<file path="src/rtl/turn_signal_scheduler.sv">
// Tail-light front-end: debounces driver switches, arbitrates turn/hazard requests into one
// mode, paces the flash sequence with a one-cycle step enable and drives the dim PWM.
module turn_signal_scheduler #(
    parameter int DEB_CYCLES = 16,
    parameter int STEP_DIV   = 4096,
    parameter int DIM_PERIOD = 64,
    parameter int DIM_DUTY   = 16
) (
    input  logic       clk,
    input  logic       rst,
    input  logic       left_in,
    input  logic       right_in,
    input  logic       brk_in,
    input  logic       hzd_in,
    input  logic       rlight,
    output logic       left,
    output logic       right,
    output logic       brk,
    output logic       hzd,
    output logic       step,
    output logic [1:0] phase,
    output logic       dim
);

    localparam int DW = (DEB_CYCLES > 1) ? $clog2(DEB_CYCLES) : 1;
    localparam int SW = $clog2(STEP_DIV);
    localparam int PW = $clog2(DIM_PERIOD);

    localparam logic [DW-1:0] DEB_LAST  = DW'(DEB_CYCLES - 1);
    localparam logic [SW-1:0] STEP_LAST = SW'(STEP_DIV - 1);
    localparam logic [PW-1:0] DIM_LAST  = PW'(DIM_PERIOD - 1);
    localparam logic [PW:0]   DUTY      = (PW + 1)'(DIM_DUTY);

    typedef enum logic [1:0] {
        IDLE   = 2'd0,
        TURN_L = 2'd1,
        TURN_R = 2'd2,
        HAZ    = 2'd3
    } mode_t;

    // Bit order: 0 left, 1 right, 2 brake, 3 hazard.
    logic [3:0]    raw;
    logic [3:0]    deb;
    logic [DW-1:0] deb_cnt [4];

    assign raw = {hzd_in, brk_in, right_in, left_in};

    // NOTE: state registers use non-blocking assignments so every flop samples pre-edge values.
    always_ff @(posedge clk or negedge rst) begin
        if (!rst) begin
            deb <= '0;
            for (int i = 0; i < 4; i++) deb_cnt[i] <= '0;
        end else begin
            for (int i = 0; i < 4; i++) begin
                if (raw[i] == deb[i]) begin
                    deb_cnt[i] <= '0;
                end else if (deb_cnt[i] == DEB_LAST) begin
                    deb[i]     <= ~deb[i];
                    deb_cnt[i] <= '0;
                end else begin
                    deb_cnt[i] <= deb_cnt[i] + 1'b1;
                end
            end
        end
    end

    logic h_req, l_req, r_req;

    assign h_req = deb[3] | (deb[0] & deb[1]);
    assign l_req = deb[0] & ~deb[1] & ~deb[3];
    assign r_req = deb[1] & ~deb[0] & ~deb[3];

    mode_t         mode, mode_next, req_mode;
    logic [SW-1:0] pre_cnt;
    logic          boundary;

    assign step     = (mode != IDLE) && (pre_cnt == STEP_LAST);
    assign boundary = step && (phase == 2'd3);

    // NOTE: every always_comb output gets a default first so no path leaves it unassigned (no latch).
    always_comb begin
        req_mode  = IDLE;
        mode_next = mode;
        if (h_req)      req_mode = HAZ;
        else if (l_req) req_mode = TURN_L;
        else if (r_req) req_mode = TURN_R;

        // Hazard preempts at once; any other change waits for the end of the running sequence.
        if (mode == IDLE || boundary) mode_next = req_mode;
        else if (h_req)               mode_next = HAZ;
    end

    always_ff @(posedge clk or negedge rst) begin
        if (!rst) mode <= IDLE;
        else      mode <= mode_next;
    end

    always_ff @(posedge clk or negedge rst) begin
        if (!rst) begin
            pre_cnt <= '0;
            phase   <= 2'd0;
        end else if (mode_next != mode) begin
            pre_cnt <= '0;
            phase   <= 2'd0;
        end else if (mode != IDLE) begin
            if (step) begin
                pre_cnt <= '0;
                phase   <= phase + 2'd1;
            end else begin
                pre_cnt <= pre_cnt + 1'b1;
            end
        end
    end

    assign left  = (mode == TURN_L);
    assign right = (mode == TURN_R);
    assign hzd   = (mode == HAZ);
    assign brk   = deb[2];

    logic [PW-1:0] dim_cnt;

    // dim is registered so that it too reads 0 while reset is held.
    always_ff @(posedge clk or negedge rst) begin
        if (!rst) begin
            dim_cnt <= '0;
            dim     <= 1'b0;
        end else begin
            dim_cnt <= (dim_cnt == DIM_LAST) ? '0 : dim_cnt + 1'b1;
            dim     <= rlight && ({1'b0, dim_cnt} < DUTY);
        end
    end

endmodule
</file>
<file path="config.mk">
export PLATFORM = sky130hd
export DESIGN_NAME = turn_signal_scheduler
export DESIGN_NICKNAME = d
export VERILOG_FILES = /design/src/rtl/turn_signal_scheduler.sv
export SDC_FILE = /design/constraint.sdc
export NUM_CORES = 1
export LEC_CHECK = 0
export ABC_AREA = 1
export CORE_ASPECT_RATIO = 1.5
export CORE_MARGIN = 2
export CORE_UTILIZATION = 50
export DETAILED_ROUTE_END_ITERATION = 6
export PLACE_DENSITY = 0.75
export SYNTH_ARGS = -nofsm -noshare
export SYNTH_HDL_FRONTEND = slang
export SYNTH_SLANG_ARGS = --single-unit
</file>
<file path="constraint.sdc">
create_clock -name clk -period 4.9 [get_ports clk]
set_clock_uncertainty 0.2 [all_clocks]
set_input_delay 0.98 -clock clk [delete_from_list [all_inputs] [get_ports clk]]
set_output_delay 0.98 -clock clk [all_outputs]
set_load 0.02 [all_outputs]
</file>
======== After elaboration in Yosys (flattened, before gate mapping) ========
Cells that the tools add are included.
W data, S select, Z words.
storage, ports and cells
  input port bits ......................... 7
  output and inout bits ................... 8
  register bits after elaboration ......... 43
  logic and storage cells ................. 83
operators by class
  reduce and logical (&&, ||, !) cells .... 13
  $add $sub $neg .......................... 7
  multiplexer cells ....................... 20
  magnitude comparators ................... 1
  bitwise operators ....................... 14
  equality and inequality tests ........... 15
operators by type and width
  operator                 count
  $mux W12                 3
  $mux W4                  8
  $add A4 B1 Y4 const B    4
  $eq A4 B4 Y1 const B     4
  $mux W2                  8
  $add A12 B1 Y12 const B  1
  $eq A12 B12 Y1 const B   1
  $reduce_and A2 Y1        5
  $not A1 Y1               8
  $add A6 B1 Y6 const B    1
  $eq A2 B2 Y1 const B     3
  $eq A6 B6 Y1 const B     1
  $lt A6 B5 Y1 const B     1
  $mux W6                  1
  $reduce_bool A2 Y1       3
  $and A1 B1 Y1            5
  $eq A1 B1 Y1             4
  $logic_and A1 B1 Y1      3
  $add A2 B1 Y2 const B    1
  $eq A2 B1 Y1 const B     1
  $logic_not A2 Y1         1
  $ne A2 B2 Y1             1
  $logic_or A1 B1 Y1       1
  $or A1 B1 Y1             1

======== Longest topological paths before layout ========
Gate-level depths: netlist of run 1.
  word-level depth ........................ 10
  depth in mapped cells ................... 13
  mapped depth without buffers ............ 12

======== Worst setup path before layout of run 1 ========
OpenSTA, ideal clock, no wires.
  path type ............................... flip-flop to output port
  start point ............................. reg pre_cnt[0]
  end point ............................... out step
  buffers on the path ..................... 0
  arrival ................................. 1156 ps
  required time ........................... 3720 ps
  stages on the path, launching flop included .. 8
  slack ................................... 2564 ps
  cell sequence ........................... dfrtp_1 ha_1 nand2_1 nor2_2 nand2_1 inv_2 nand2_1 inv_1
between the ends
  cells in the longest elaborated chain, start to end .. 2
ends and longest elaborated chain
  item                    RTL line  text
  start, declared         74        logic [SW-1:0] pre_cnt;
  start signal, assigned  110       pre_cnt <= pre_cnt + 1'b1;
  $eq A12 B12 Y1          77        assign step = (mode != IDLE) && (pre_cnt == STEP_LAST);
  $logic_and A1 B1 Y1     77
  end, declared           20        output logic step,
Every way passes these cells.

======== Worst setup path after layout of run 1 ========
Same ends and word-level chain as after synthesis.

==> results of run 1 <==
-- metal layers --
layer / part of all wire [%] / wire [um] / up-vias / GRT usage, %
li1: - / - / 836 / -
met1: 42 / 1703 / 798 / 21.52
met2: 53 / 2177 / 28 / 32.18
met3: 3.3 / 136 / 6 / 3.620
met4: 1.4 / 56 / 0 / 7.851
met5: 0 / 0 / - / 0
-- power by group through the flow --
stage	Combinational, mW	Clock [mW]	Sequential, mW
floorplan	0.130	0	0.446
global placement	0.158	0	0.454
detailed placement	0.163	0	0.456
CTS	0.166	0.284	0.450
global route	0.189	0.296	0.459
finish	0.163	0.276	0.450
-- cell families after synthesis --
family | after synthesis | share of synthesized area (%)
AND/OR/NAND/NOR | 134 | 28.48
XOR/XNOR | 22 | 8.584
buffers and inverters | 32 | 6.522
adder cells (fa/ha/maj) | 7 | 3.902
AO/OA/AOI/OAI | 8 | 2.564
flip-flops | 43 | 47.94
multiplexers | 4 | 2.007
-- layout by cell type (no fill, tap or decap), types with 5 or more instances in the layout --
cell / synthesis / layout
a21oi_1: 5 / 5
clkbuf_8: 0 / 5
clkdlybuf4s50_1: 0 / 13
dfrtp_1: 43 / 43
ha_1: 7 / 7
inv_1: 26 / 26
nand2_1: 48 / 48
nand2_2: 7 / 7
nand3_1: 15 / 15
nand4_1: 13 / 13
nor2_1: 36 / 36
xnor2_1: 10 / 10
xor2_1: 12 / 12
-- worst max-delay path by stage --
stage / startpoint / end / slack (ns) / cells after the start
final: pre_cnt[0]$_DFFE_PN0P_ / step / 1.61 / 8
after global routing: pre_cnt[0]$_DFFE_PN0P_ / step / 1.46 / 8
after CTS: pre_cnt[0]$_DFFE_PN0P_ / step / 1.60 / 8
after detailed placement: pre_cnt[0]$_DFFE_PN0P_ / step / 1.96 / 8
after global placement: pre_cnt[0]$_DFFE_PN0P_ / step / 1.98 / 8
after floorplan: pre_cnt[0]$_DFFE_PN0P_ / step / 2.56 / 7
-- stage by stage --
step / hold slack (ns) / util (%)
after floorplan: 0.2284 / -
after global placement: 0.2462 / 55.96
after detailed placement: 0.2478 / 55.96
after CTS: 0.2594 / 58.59
after global routing: 0.2799 / 58.59
final: 0.2593 / 58.59
-- area by class of cell --
class	count	area [um^2]	share of cell area (%)
Clock inverter	3	43.79	1.746
Clock buffer	5	68.82	2.743
Sequential cell	43	1076	42.89
Multi-Input combinational cell	175	1022	40.75
Tap cell	46	57.56	2.294
Timing Repair Buffer	14	135.1	5.387
Inverter	28	105.1	4.190
-- cells in the mapped netlist, types with 4 or more instances --
master / count / share of area (%)
nand2_1: 48 / 8.0
dfrtp_1: 43 / 48
nand3_1: 15 / 3.3
mux2_2: 4 / 2.0
ha_1: 7 / 3.9
a21oi_1: 5 / 1.1
inv_1: 26 / 4.3
nand3_2: 4 / 1.8
nand2_2: 7 / 2.0
nand4_1: 13 / 3.6
nor2_1: 36 / 6.0
xor2_1: 12 / 4.7
xnor2_1: 10 / 3.9
-- registers in the layout (all words and copies together), names as in the netlist --
register / flops
dim_cnt: 6
deb_cnt: 16
mode: 2
deb: 4
phase: 2
pre_cnt: 12
dim: 1
==> impl_metrics.tcl, run 1 <==
set metrics [dict create \
    ios 15 \
    grt_overflow 0 \
    worstHoldPathCells 1 \
    arrival_ns 2.11 \
    whs_endpoint "deb_cnt[4]$_DFF_PN0_" \
    cp-end-kind "output pin" \
    hp-start "deb_cnt[4]$_DFF_PN0_" \
    outcome "finished clean" \
    place_inst 306 \
    worst_path_most_repeated_cell "nand2_1" \
    cp_slowest_cell "clkdlybuf4s50_1" \
    synth_cell_types 26 \
    p_int_mw 0.6295 \
    clk_pin_slew_ns 0.08 \
    syn_nets 264 \
    post-place-ws_ns 1.957 \
    via_per_inst 5.312 \
    drt_pass1_iterations 4 \
    p_sw_share_pct 29.23 \
    first_iter_violations 22 \
    antenna_found_initial 0 \
    dieArea_um2 5052 \
    path_cells "ha_1 -> nand2_1 -> nor2_2 -> nand2_1 -> inv_2 -> nand2_1 -> inv_1 -> clkdlybuf4s50_1" \
    diodes 0 \
    setup_ws_ns 1.613 \
    ys.flop_type "dfrtp_1" \
    core_area_um2 4282 \
    gp_congestion 0.8061 \
    syn_inst 250 \
    route.vias.total 1668 \
    fin_setup_tns_ns 0 \
    relSlewSlack_pct 37.66 \
    combPwrFrac_pct 18.3 \
    rr_endpoint "phase[1]$_DFFE_PN0P_" \
    power_leakage_nw 1.275 \
    critPathMaxFanout 4 \
    numCtsBuffers 5 \
    rsz0062_at_grt "no" \
    syn_area_um2 2245 \
    place_area_um2 2396 \
    tightest_slew_ns 0.9351 \
    p_clk_share_pct 31.1 \
    htree_levels 2 \
    reg2regPathDepth 11 \
    antenna_left 0 \
    grt_max_degree 44 \
    hold_path_class "flop to flop" \
    grt_pass1_vias 1685 \
    root_buffer "clkbuf_8" \
    reg2reg_from "pre_cnt[0]$_DFFE_PN0P_" \
    p_total_mw 0.8894 \
    power_frac_seq_pct 50.6 \
    layout_min_cycle_time_ns 3.287 \
    setup_violations 0 \
    synth_edf_count 0 \
    path_delay_family "buffers and inverters" \
    grt.total_usage_pct 18.42 \
    path_class "flop to output pin" \
    grt_pass1_wl_um 7162 \
    switchingPower_mw 0.2599 \
    drt_wl_total_um 4073 \
    fillerInstances 396 \
    synthToLayoutAreaGrowth_pct 11.76 \
    die_x_um 58.71 \
    ys.warnings.count 0 \
    clock-sinks 43 \
    async_flop_share_pct 100.0 \
    clock.fmax_mhz 304.2 \
    p_per_area_nw_per_um2 354.5 \
    drv_cap 0 \
    wire_per_inst_um 12.97 \
    dp_hpwl_um 2879 \
    final_cells 314 \
    cts_hold_buf 0 \
    cts_tree "built" \
    drc 0 \
    drv_slew 0 \
    start_kind "flop" \
    fin_area_um2 2509 \
    cts_resized 0 \
    row_count 29 \
    cp_num_buf_inv 3 \
    clk_latency_ns 0.30 \
    period_share_pct 67.08 \
    start_util_pct 52.43 \
    die_height_um 86.06 \
    port_buffers 14 \
    r2r_setup_slack_ns 2.84 \
    seq_area_frac_synth_pct 47.94 \
    syn_avg_cell_area_um2 8.979 \
    ys_ff_latch 43 \
    finalHoldViolCount 0 \
    ir_drop_mv 0.2555 \
    clk_path_buf_depth 2 \
    cp.required_ns 3.72 \
    drive_gt1_share_pct 12.31 \
    post-cts-setup-buffers 0 \
    cp_slowest_stage_delay_ns 0.60 \
    fin_nets 281 \
]
Power figures use the tool's default switching activity.
==> inputs of run 2 (changes only) <==
--- a/config.mk
+++ b/config.mk
@@ -10,7 +10,7 @@
 export CORE_MARGIN = 2
 export CORE_UTILIZATION = 50
 export DETAILED_ROUTE_END_ITERATION = 6
-export PLACE_DENSITY = 0.75
+export PLACE_DENSITY = 0.78
 export SYNTH_ARGS = -nofsm -noshare
 export SYNTH_HDL_FRONTEND = slang
 export SYNTH_SLANG_ARGS = --single-unit
==> constraint.sdc (replaced) <==
create_clock -name clk -period 2.6 [get_ports clk]
set_clock_uncertainty 0.2 [all_clocks]
set_input_delay 0.52 -clock clk [delete_from_list [all_inputs] [get_ports clk]]
set_output_delay 0.52 -clock clk [all_outputs]
set_load 0.02 [all_outputs]
==> run 2 against run 1 <==
  * Critical path depth unchanged
  * First-iteration DRC count up 27%
  * Design area down 0.40%
  * Final cell count up 0.64%
  * Total power up 80%
  * Register-to-register slack worse by 2.3 ns
  * Wire length down 3.2%
  * Sequential power up 89%
  * Via count down 1.3%
  * Sequential share of layout area up 0.17 points
  * Largest cell class unchanged
  * Non-clock buffer count up 2
  * Critical path type unchanged
==> impl_metrics.tcl, run 2 (synthesized netlist as in run 1, its figures left out) <==
set metrics [dict create \
    p_per_area_nw_per_um2 640.1 \
    clock.fmax_mhz 421.5 \
    regMostFlops "deb_cnt" \
    grt_pass1_vias 1706 \
    final_cells 316 \
    gp_congestion 0.8240 \
    grt_pass1_wl_um 7231 \
    clock-sinks 43 \
    clk_pin_slew_ns 0.09 \
    route.vias.total 1647 \
    cp-end-kind "output pin" \
    die_x_um 58.71 \
    top_regs "deb_cnt: 16 flops, pre_cnt: 12 flops, dim_cnt: 6 flops" \
    antenna_found_initial 0 \
    worst_path_most_repeated_cell "nand2_1" \
    layout_min_cycle_time_ns 2.373 \
    largest_reg_flops 16 \
    root_buffer "clkbuf_8" \
    cp_slowest_stage_delay_ns 0.40 \
    outcome "finished clean" \
    post-place-ws_ns 0.1383 \
    cp_slowest_cell "dfrtp_1" \
    start_util_pct 52.43 \
    drive_gt1_share_pct 13.33 \
    rsz0062_at_grt "no" \
    p_sw_share_pct 31.56 \
    grt_max_degree 29 \
    combPwrFrac_pct 19.3 \
    p_int_mw 1.095 \
    path_delay_family "simple AND/OR/NAND/NOR gates" \
    finalHoldViolCount 0 \
    switchingPower_mw 0.5048 \
    via_per_inst 5.212 \
    dieArea_um2 5052 \
    cts_tree "built" \
    fin_nets 283 \
    drt_wl_total_um 3944 \
    path_cells "ha_1 -> nand2_1 -> nor2_2 -> nand2_1 -> inv_2 -> nand2_1 -> inv_1 -> clkbuf_2" \
    synthToLayoutAreaGrowth_pct 11.32 \
    drv_cap 0 \
    port_buffers 14 \
    setup_ws_ns 0.2273 \
    start_kind "flop" \
    numCtsBuffers 5 \
    final_common_cell "nand2_1" \
    period_share_pct 91.26 \
    grt_overflow 0 \
    clk_latency_ns 0.31 \
    row_count 29 \
    htree_levels 2 \
    drt_pass1_iterations 4 \
    die_height_um 86.06 \
    relSlewSlack_pct 59.02 \
    antenna_left 0 \
    drc 0 \
    place_inst 308 \
    tightest_slew_ns 0.6147 \
    grt.total_usage_pct 18.43 \
    ios 15 \
    hold_path_class "input pin to asynchronous set/reset pin" \
    setup_violations 0 \
    first_iter_violations 28 \
    critPathMaxFanout 4 \
    final_core_util_pct 58.36 \
    clk_path_buf_depth 2 \
    fin_setup_tns_ns 0 \
    cp.required_ns 1.88 \
    layout_common_cells "nand2_1, dfrtp_1, nor2_1" \
    cp_num_buf_inv 3 \
    p_clk_share_pct 27.6 \
    ir_drop_mv 0.4313 \
    core_area_um2 4282 \
    drv_slew 0 \
    wire_per_inst_um 12.48 \
    arrival_ns 1.65 \
    path_class "flop to output pin" \
    power_frac_seq_pct 53.1 \
    dp_hpwl_um 2864 \
    power_leakage_nw 1.268 \
    diodes 0 \
]
-- run 2: cell count changes in the layout (fill, tap and decap cells not counted), sizes merged --
cell / delta
inv: +1
clkbuf: +1
clkdlybuf4s50: -1
buf: +2
bufinv: -1
clkinvlp: +2
clkinv: -2
-- run 2: cell type report --
type                    instances  area, um^2
repair buffers                 16       145.1
flip-flops and latches         43        1076
well taps                      46       57.56
inverters                      28       105.1
fillers                       371        1783
multi-input cells             175        1022
clock inverters                 3       23.77
clock buffers                   5       68.82
-- run 2: path summary, 6_finish.rpt --
path	start	cells after the start	slack [ns]	endpoint
min in group clk	deb_cnt[0]$_DFF_PN0_	1	0.26	deb_cnt[0]$_DFF_PN0_
max reg2reg	pre_cnt[0]$_DFFE_PN0P_	11	0.53	phase[1]$_DFFE_PN0P_
max	pre_cnt[0]$_DFFE_PN0P_	8	0.23	step
max in group asynchronous	rst	2	1.61	mode[1]$_DFF_PN0_
min reg2reg	deb_cnt[0]$_DFF_PN0_	1	0.26	deb_cnt[0]$_DFF_PN0_
min	rst	1	0.01	pre_cnt[11]$_DFFE_PN0P_
-- run 2: power groups by stage --
stage / Sequential [mW] / Combinational, mW / Clock, mW
3_3_place_gp: 0.858 / 0.302 / 0
2_1_floorplan: 0.840 / 0.246 / 0
6_report: 0.850 / 0.309 / 0.441
5_1_grt: 0.862 / 0.374 / 0.474
3_5_place_dp: 0.860 / 0.313 / 0
4_1_cts: 0.848 / 0.314 / 0.457
-- run 2: metrics by stage --
stage          hold WS (ns)  cell area, um^2  power (mW)
6_report            0.01435             2499       1.599
5_1_grt             0.06881             2499       1.709
4_1_cts             0.04492             2502       1.619
3_5_place_dp         0.2539             2411       1.173
3_3_place_gp         0.2468             2411       1.159
2_1_floorplan       0.02441             2245       1.086
-- run 2: what timing repair did --
item / CTS / global route
setup endpoints to repair: 1 / 1
gates resized for setup: 1 / 2
buffers inserted: 0 / 0
hold endpoints to repair: 0 / 0
gates cloned: 0 / 0
hold buffers: 0 / 0
-- run 2: routing by layer --
metal / vias to the layer above / routed length [um] / global-route usage (%)
li1: 832 / - / -
met1: 783 / 1733 / 22.37
met2: 25 / 2003 / 31.36
met3: 7 / 140 / 4.223
met4: 0 / 67 / 7.025
met5: - / 0 / 0
